**src/rtl/reorder_buffer.sv**
```systemverilog
// rtl/reorder_buffer.sv - circular in-order-retire reorder buffer with CDB capture and mispredict flush
//
// Ports:
//   clk, rst, rdy           clock, async active-high reset, global enable (low freezes state)
//   issue_*                 in-order allocation from the decoder; issue_tag is the tail entry
//   rob_full                registered count has reached ROB_SIZE
//   cdb_*                   result broadcast; completes a busy entry
//   query{1,2}_*            operand lookup for reservation stations, with same-cycle CDB bypass
//   commit_*                registered one-cycle retirement pulses and their payload
//   flush, flush_pc         registered mispredict pulse and redirect PC
module reorder_buffer #(
    parameter int ROB_SIZE  = 16,
    parameter int ROB_WIDTH = 4
) (
    input  logic                 clk,
    input  logic                 rst,
    input  logic                 rdy,

    input  logic                 issue_valid,
    input  logic [1:0]           issue_type,
    input  logic [4:0]           issue_rd,
    input  logic [31:0]          issue_pc,
    input  logic                 issue_pred_taken,
    output logic                 rob_full,
    output logic [ROB_WIDTH-1:0] issue_tag,

    input  logic                 cdb_valid,
    input  logic [ROB_WIDTH-1:0] cdb_tag,
    input  logic [31:0]          cdb_val,
    input  logic                 cdb_taken,
    input  logic [31:0]          cdb_target,

    input  logic [ROB_WIDTH-1:0] query1_tag,
    input  logic [ROB_WIDTH-1:0] query2_tag,
    output logic                 query1_ready,
    output logic                 query2_ready,
    output logic [31:0]          query1_val,
    output logic [31:0]          query2_val,

    output logic                 commit_rf_en,
    output logic [4:0]           commit_rd,
    output logic [31:0]          commit_val,
    output logic [ROB_WIDTH-1:0] commit_tag,
    output logic                 commit_store_en,
    output logic                 flush,
    output logic [31:0]          flush_pc
);

    localparam logic [1:0]         T_REG    = 2'd0;
    localparam logic [1:0]         T_STORE  = 2'd1;
    localparam logic [1:0]         T_BRANCH = 2'd2;
    localparam logic [ROB_WIDTH:0]   CNT_ONE  = (ROB_WIDTH+1)'(1);
    localparam logic [ROB_WIDTH:0]   CNT_FULL = (ROB_WIDTH+1)'(ROB_SIZE);
    localparam logic [ROB_WIDTH-1:0] PTR_ONE  = ROB_WIDTH'(1);

    // Control state (async reset)
    logic [ROB_SIZE-1:0]  busy_q, busy_d;
    logic [ROB_SIZE-1:0]  ready_q, ready_d;
    logic [ROB_WIDTH-1:0] head_q, head_d;
    logic [ROB_WIDTH-1:0] tail_q, tail_d;
    logic [ROB_WIDTH:0]   count_q, count_d;

    // Entry payload; only meaningful while busy, so it carries no reset
    logic [1:0]  type_q   [ROB_SIZE];
    logic [4:0]  rd_q     [ROB_SIZE];
    logic [31:0] val_q    [ROB_SIZE];
    logic [31:0] pc_q     [ROB_SIZE];
    logic        pred_q   [ROB_SIZE];
    logic        taken_q  [ROB_SIZE];
    logic [31:0] target_q [ROB_SIZE];

    // Registered retirement outputs
    logic                 commit_rf_en_q, commit_rf_en_d;
    logic [4:0]           commit_rd_q, commit_rd_d;
    logic [31:0]          commit_val_q, commit_val_d;
    logic [ROB_WIDTH-1:0] commit_tag_q, commit_tag_d;
    logic                 commit_store_en_q, commit_store_en_d;
    logic                 flush_q, flush_d;
    logic [31:0]          flush_pc_q, flush_pc_d;

    logic       issue_fire, cdb_fire, commit_fire, mispredict;
    logic [1:0] issue_type_n;
    logic [1:0] head_type;

    assign rob_full  = (count_q == CNT_FULL);
    assign issue_tag = tail_q;

    // Reserved type 3 behaves as a plain register write
    assign issue_type_n = (issue_type == 2'd3) ? T_REG : issue_type;

    // The cycle after a flush drops issue and CDB traffic belonging to the squashed path
    assign issue_fire  = issue_valid && !rob_full && rdy && !flush_q;
    assign cdb_fire    = cdb_valid && rdy && !flush_q && busy_q[cdb_tag];
    // Uses registered ready, so a CDB result retires no earlier than the next cycle
    assign commit_fire = rdy && busy_q[head_q] && ready_q[head_q];
    assign head_type   = type_q[head_q];
    assign mispredict  = commit_fire && (head_type == T_BRANCH)
                         && (taken_q[head_q] != pred_q[head_q]);

    // Operand lookup with bypass from the broadcast in flight this cycle
    always_comb begin
        query1_ready = 1'b0;
        query1_val   = 32'd0;
        if (busy_q[query1_tag]) begin
            if (cdb_valid && (cdb_tag == query1_tag)) begin
                query1_ready = 1'b1;
                query1_val   = cdb_val;
            end else if (ready_q[query1_tag]) begin
                query1_ready = 1'b1;
                query1_val   = val_q[query1_tag];
            end
        end
    end

    always_comb begin
        query2_ready = 1'b0;
        query2_val   = 32'd0;
        if (busy_q[query2_tag]) begin
            if (cdb_valid && (cdb_tag == query2_tag)) begin
                query2_ready = 1'b1;
                query2_val   = cdb_val;
            end else if (ready_q[query2_tag]) begin
                query2_ready = 1'b1;
                query2_val   = val_q[query2_tag];
            end
        end
    end

    // Pointer, occupancy and status-bit next state
    always_comb begin
        busy_d  = busy_q;
        ready_d = ready_q;
        head_d  = head_q;
        tail_d  = tail_q;
        count_d = count_q;

        if (cdb_fire) begin
            ready_d[cdb_tag] = 1'b1;
        end
        if (commit_fire) begin
            busy_d[head_q]  = 1'b0;
            ready_d[head_q] = 1'b0;
            head_d          = head_q + PTR_ONE;
        end
        if (issue_fire) begin
            busy_d[tail_q]  = 1'b1;
            ready_d[tail_q] = 1'b0;
            tail_d          = tail_q + PTR_ONE;
        end
        case ({issue_fire, commit_fire})
            2'b10:   count_d = count_q + CNT_ONE;
            2'b01:   count_d = count_q - CNT_ONE;
            default: count_d = count_q;
        endcase

        // A mispredict squashes everything, including any same-edge issue
        if (mispredict) begin
            busy_d  = '0;
            ready_d = '0;
            head_d  = '0;
            tail_d  = '0;
            count_d = '0;
        end
    end

    // Retirement outputs; pulses fall to zero whenever nothing commits (incl. rdy low)
    always_comb begin
        commit_rf_en_d    = commit_fire && (head_type == T_REG) && (rd_q[head_q] != 5'd0);
        commit_store_en_d = commit_fire && (head_type == T_STORE);
        flush_d           = mispredict;
        commit_rd_d       = commit_rd_q;
        commit_val_d      = commit_val_q;
        commit_tag_d      = commit_tag_q;
        flush_pc_d        = flush_pc_q;

        if (commit_fire) begin
            commit_tag_d = head_q;
            if (head_type == T_REG) begin
                commit_rd_d  = rd_q[head_q];
                commit_val_d = val_q[head_q];
            end
        end
        if (mispredict) begin
            flush_pc_d = taken_q[head_q] ? target_q[head_q] : (pc_q[head_q] + 32'd4);
        end
    end

    always_ff @(posedge clk or posedge rst) begin
        if (rst) begin
            busy_q            <= '0;
            ready_q           <= '0;
            head_q            <= '0;
            tail_q            <= '0;
            count_q           <= '0;
            commit_rf_en_q    <= 1'b0;
            commit_rd_q       <= 5'd0;
            commit_val_q      <= 32'd0;
            commit_tag_q      <= '0;
            commit_store_en_q <= 1'b0;
            flush_q           <= 1'b0;
            flush_pc_q        <= 32'd0;
        end else begin
            busy_q            <= busy_d;
            ready_q           <= ready_d;
            head_q            <= head_d;
            tail_q            <= tail_d;
            count_q           <= count_d;
            commit_rf_en_q    <= commit_rf_en_d;
            commit_rd_q       <= commit_rd_d;
            commit_val_q      <= commit_val_d;
            commit_tag_q      <= commit_tag_d;
            commit_store_en_q <= commit_store_en_d;
            flush_q           <= flush_d;
            flush_pc_q        <= flush_pc_d;
        end
    end

    always_ff @(posedge clk) begin
        if (issue_fire) begin
            type_q[tail_q] <= issue_type_n;
            rd_q[tail_q]   <= issue_rd;
            pc_q[tail_q]   <= issue_pc;
            pred_q[tail_q] <= issue_pred_taken;
        end
        if (cdb_fire) begin
            val_q[cdb_tag]    <= cdb_val;
            taken_q[cdb_tag]  <= cdb_taken;
            target_q[cdb_tag] <= cdb_target;
        end
    end

    assign commit_rf_en    = commit_rf_en_q;
    assign commit_rd       = commit_rd_q;
    assign commit_val      = commit_val_q;
    assign commit_tag      = commit_tag_q;
    assign commit_store_en = commit_store_en_q;
    assign flush           = flush_q;
    assign flush_pc        = flush_pc_q;

endmodule

```
**config.mk**
```make
export PLATFORM = sky130hd
export DESIGN_NAME = reorder_buffer
export DESIGN_NICKNAME = d
export VERILOG_FILES = /design/src/rtl/reorder_buffer.sv
export SDC_FILE = /design/constraint.sdc
export NUM_CORES = 2
export LEC_CHECK = 0
export ABC_AREA = 1
export CAP_MARGIN = 20
export CORE_MARGIN = 8
export CORE_UTILIZATION = 29
export CTS_CLUSTER_DIAMETER = 30
export DETAILED_ROUTE_END_ITERATION = 10
export GPL_ROUTABILITY_DRIVEN = 0
export SLEW_MARGIN = 5
export SYNTH_ARGS = -nofsm -noshare
export SYNTH_HDL_FRONTEND = slang
export SYNTH_SLANG_ARGS = --single-unit
```
**constraint.sdc**
```tcl
create_clock -name clk -period 6.96 [get_ports clk]
set_input_delay 1.392 -clock clk [delete_from_list [all_inputs] [get_ports clk]]
set_output_delay 1.392 -clock clk [all_outputs]
set_load 0.01 [all_outputs]
```
### Word level (Yosys, flattened, before mapping)

Memory sizes are Yosys's and may differ from the RTL's. A register that Yosys moved wholly into a read port is not among the register bits.
Cells that the tools add are included.

| word-level totals | value |
|---|---|
| flip-flop bits (word level) | 89 |
| memories kept | 7 |
| memory bits (writable) | 1680 |

Memories:

| memory | words | width | read ports | clocked after memory_dff | write ports | RTL line | RTL |
|---|---|---|---|---|---|---|---|
| pc_q | 16 | 32 | 1 | 0 | 1 | 67 | `logic [31:0] pc_q [ROB_SIZE];` |
| target_q | 16 | 32 | 1 | 0 | 1 | 70 | `logic [31:0] target_q [ROB_SIZE];` |
| val_q | 16 | 32 | 3 | 1 | 1 | 66 | `logic [31:0] val_q [ROB_SIZE];` |
| rd_q | 16 | 5 | 1 | 0 | 1 | 65 | `logic [4:0] rd_q [ROB_SIZE];` |
| type_q | 16 | 2 | 1 | 0 | 1 | 64 | `logic [1:0] type_q [ROB_SIZE];` |
| pred_q | 16 | 1 | 1 | 0 | 1 | 68 | `logic pred_q [ROB_SIZE];` |
| +1 memories | n/a | n/a | n/a | n/a | n/a | n/a |  |

| cells by class | value |
|---|---|
| multiplexer cells | 51 |
| bitwise logic cells | 7 |
| equality and inequality tests | 9 |
| add/sub/neg operators | 5 |
| reductions and logical operators | 26 |
| $lt $le $gt $ge | 8 |

Operator list:

| kind | count |
|---|---|
| $mux W32 | 7 |
| $mux W16 | 7 |
| $and A16 B16 Y16 | 3 |
| $add A32 B3 Y32 const B | 1 |
| $not A16 Y16 | 2 |
| $or A16 B16 Y16 | 2 |
| $bmux W1 S4 | 7 |
| $lt A4 B5 Y1 const B | 5 |
| $mux W1 | 20 |
| $logic_and A1 B1 Y1 | 18 |
| $mux W4 | 4 |
| $demux W1 S4 | 3 |
| $ge A4 B1 Y1 const B | 3 |
| $pmux W5 S2 | 1 |
| $add A4 B1 Y4 const B | 2 |
| $eq A4 B4 Y1 | 2 |
| $eq A2 B2 Y1 const B | 3 |
| $add A5 B1 Y5 const B | 1 |
| $eq A5 B5 Y1 const B | 1 |
| $mux W5 | 1 |
| $reduce_bool A5 Y1 | 1 |
| $sub A5 B1 Y5 const B | 1 |
| $eq A2 B1 Y1 const B | 2 |
| $reduce_bool A2 Y1 | 2 |
| 6 further kinds | 7 |

### Logic depth before layout (Yosys ltp)

| logic depth | value |
|---|---|
| depth after elaboration | 11 |
| mapped depth | 21 |

### Worst setup path before layout

Ideal clock, no wire load.

| path | value |
|---|---|
| kind | input to register |
| start point | input cdb_tag[0] |
| end point | memory taken_q[11], enable pin |
| path slack | 1172 ps |
| library setup time | 489 ps |
| stages on the path | 11 |
| arrival | 5300 ps |
| cells stage by stage | buf_2 -> inv_1 -> nor2_1 -> a22oi_1 -> o221ai_1 -> nand3_1 -> nand2_1 -> nor2_1 -> nor2_1 -> nand3_1 -> nor2_1 |

| between the ends | value |
|---|---|
| cells in the longest elaborated chain, start to end | 5 |

RTL lines:

| item | RTL line | RTL |
|---|---|---|
| start: declaration | 28 | `input logic [ROB_WIDTH-1:0] cdb_tag,` |
| $bmux W1 S4 | 93 | `assign cdb_fire = cdb_valid && rdy && !flush_q && busy_q[cdb_tag];` |
| $mux W1 (implied by the code) | 93 |  |
| $logic_and A1 B1 Y1 | 93 |  |
| $mux W1 | 225 | `if (cdb_fire) begin` |
| $mux W1 (implied by the code) | 227 | `taken_q[cdb_tag] <= cdb_taken;` |
| end: declaration | 69 | `logic taken_q [ROB_SIZE];` |

Parallel ways exist; a longest one is shown, timed or not. The select of a mux whose other input is x is not followed.

### Final worst setup path

| path | value |
|---|---|
| start point | input query2_tag[0] |
| end point | output query2_val[19] |

| between the ends | value |
|---|---|
| cells in the longest elaborated chain, start to end | 5 |

RTL lines:

| item | RTL line | RTL |
|---|---|---|
| start: declaration | 34 | `input logic [ROB_WIDTH-1:0] query2_tag,` |
| $bmux W1 S4 | 122 | `end else if (ready_q[query2_tag]) begin` |
| $mux W1 (implied by the code) | 122 |  |
| $mux W32 | 122 |  |
| $mux W32 | 119 | `if (cdb_valid && (cdb_tag == query2_tag)) begin` |
| $mux W32 * | 118 | `if (busy_q[query2_tag]) begin` |
| end: declaration | 38 | `output logic [31:0] query2_val,` |

Mark *: on every way between the ends. The rest lies on a longest branch, timed or not. The select of a mux whose other input is x is not followed.

==> impl_metrics.yaml <==
routing:
  routed.top_layer: "met5"
  antenna_left: 0
  viasPerCell: 5.38
  drc: 0
  wl_met1_um: 117000
  wl_per_cell_um: 23.7
  via_count: 68616
  wirelength_um: 302000
  drtIter0Drc: 9927
  met2WireLength_um: 135000
  drt_pass1_iterations: 7
  routed-wl-met3_um: 35900
finish:
  area_growth_pct: 23.0
  final_layout_size_suffix_gt1_share_pct: 9.34
  nFillCells: 27881
  nNetsFinal: 8774
placed_design:
  hpwl_um: 167000
  post-place-ws_ps: 766
  io_buffers: 268
critical_path:
  reg2regPathDepth: 12
  r2r_end: "flush_pc[28]"
  arrival_ps: 5040
  critPathKind: "primary input to primary output"
  end_kind: "primary output"
  reg2reg_from: "head_q[1]"
  crit_start: "query2_tag[0]"
  crit_required_ps: 5570
  r2r_slack_ps: 1400
  critPathLaunchType: "primary input"
  cp_max_fo: 75
clocking:
  cts_tree: "built"
  clkLatencyLatePin_ps: 960
  ctsResizeCount: 0
  clock_sinks: 1801
  cts_buffers: 377
  clkTransAtPathRegs_ps: 40
  clockBufferDepth: 4
  htreeDepth: 5
  ctsHoldBuffers: 0
  cts-root-buf: "clkbuf_16"
  cts_setup_buffers: 0
timing:
  rsz0062_at_grt: "false"
  finalHoldViolations: 0
  period_share_pct: 92.4
  clock_skew_ps: 150
  setup_viol: 0
  slew_headroom_pct: 21.0
  finalCriticalPeriod_ps: 6430
  worstMarginPinSlew_ps: 1180
  slew_viol_final: 0
  fmax_ghz: 0.156
  layout_setup_ws_ps: 530
  finalSetupTns_ps: 0
floorplanning:
  core-area_um2: 288000
  num_io_pins: 269
  num_rows: 197
  die-area_um2: 308000
  die_h_um: 555
  die_w_um: 555
  initial_utilization_pct: 29.2
pwr:
  power_density_nw_per_um2: 419
  power_mw: 43.3
  p_leak_nw: 37.7
  irDropWorstVdd_mv: 0.347
synthesis:
  async_flop_share_pct: 6.72
  yosysUniqueCellTypes: 44
  synth.avg_cell_area_um2: 9.95
  yosys_warnings: 0
  yosysSeqAreaShare_pct: 63.6
  yosysTopAreaCell: "edfxtp_1"
  ys_top_cells_by_count: "edfxtp_1, o21ai_0, nand2_1"
  synth_top_area_share_pct: 60.0
  synth_seq_cells: 1801
  synth_edf_count: 1680
  syn_area_um2: 84100
  yosysMostFrequentCell: "edfxtp_1"
  synthFlopType: "edfxtp_1"
  netlist_top_cells_area: "edfxtp_1, o21ai_0, nand2_1, nor2_1, dfrtp_1"
  synthCells: 8455
  synthesis.nets: 8588
hold_path:
  hold_class: "register to register"
  whs_endpoint: "commit_tag[2]"
  hold_path_depth: 2
  min_from: "commit_tag[2]"
global_routing:
  grt_use_total_pct: 18.5
  antenna_found_initial: 44
  grt_pass1_vias: 65790
  grt_pass1_wl_um: 436000
  grt_max_degree: 240
  overflow: 0
job:
  drv_cap: 0
outcome:
  status: "finished, final reports clean"
==> cells by family after synthesis <==
kind of cell / after synthesis / synth area share (%)
flops: 1801 / 63.6
compound gates: 2546 / 16.3
simple gates: 2735 / 13.1
fa+ha+maj: 11 / 0.164
buf+inv: 1350 / 6.72
xor+xnor: 12 / 0.125
==> where the power goes <==
part	internal [mW]	total, mW	switching [mW]
sequential	12.4	13.0	0.609
clock	12.0	18.0	6.01
combinational	3.39	12.3	8.89
==> through the flow <==
step / hold slack, ps / area, um2 / util, % / instances
floorplan: 449 / 84100 / - / 8455
global placement: 462 / 90500 / 31.4 / 12041
detailed placement: 479 / 90500 / 31.4 / 12043
CTS: 492 / 103000 / 35.9 / 12736
global route: 515 / 103000 / 35.9 / 12748
finish: 492 / 103000 / 35.9 / 12764
==> flip-flops by register name (all words and copies together), names as in the netlist, 16 cells and up <==
register	count
rd_q	80
commit_val	32
taken_q	16
target_q	512
flush_pc	32
pc_q	512
type_q	32
busy_q	16
pred_q	16
val_q	512
ready_q	16
==> metal layers <==
metal	vias up	track usage, %
met5	-	0
met4	18	8.72
met3	885	4.80
met2	4497	29.0
met1	33018	24.1
li1	30198	-
==> cell usage in the layout, fill, tap and decap left out, types with 20 or more instances in the layout <==
cell,count
a21oi_1,596
a22o_1,26
a31oi_1,94
buf_12,34
buf_4,107
bufinv_16,51
clkbuf_1,57
clkbuf_16,380
clkdlybuf4s50_1,259
clkinv_1,52
clkinv_2,51
clkinvlp_4,43
dfrtp_1,119
diode_2,28
edfxtp_1,1680
inv_1,719
inv_2,22
inv_6,20
nand2_1,1374
nand3_1,399
nand4_1,48
nor2_1,838
nor2_4,39
o211ai_1,88
o21ai_0,1400
o21ai_1,66
o221ai_1,53
o22ai_1,187
==> critical path: stages <==
cell	delay (ps)
buf_8	260
buf_4	650
o21ai_0	230
nand3_1	120
nand3_1	70
nand2_1	90
o21ai_1	90
inv_1	70
buf_4	440
o21ai_0	170
a31oi_1	700
clkdlybuf4s50_1	690
==> worst max-delay path by stage <==
stage                      to  slack (ps)
5_1_grt        query2_val[19]         420
4_1_cts        query2_val[19]         770
3_3_place_gp   query2_val[19]         840
3_5_place_dp   query2_val[19]         770
2_1_floorplan     taken_q[11]        1170
6_report       query2_val[19]         530
==> final cells by class <==
type                            instances  area (um2)  share of cell area (%)
Antenna cell                           28        70.1                  0.0677
Inverter                              751        2860                    2.76
Sequential cell                      1801       53500                    51.7
Timing Repair Buffer                  406        4140                    4.00
Multi-Input combinational cell       5304       25300                    24.4
Clock inverter                        248        3080                    2.98
Clock buffer                          445        9830                    9.50
Tap cell                             3781        4730                    4.57
(Power assumes the default switching activity.)
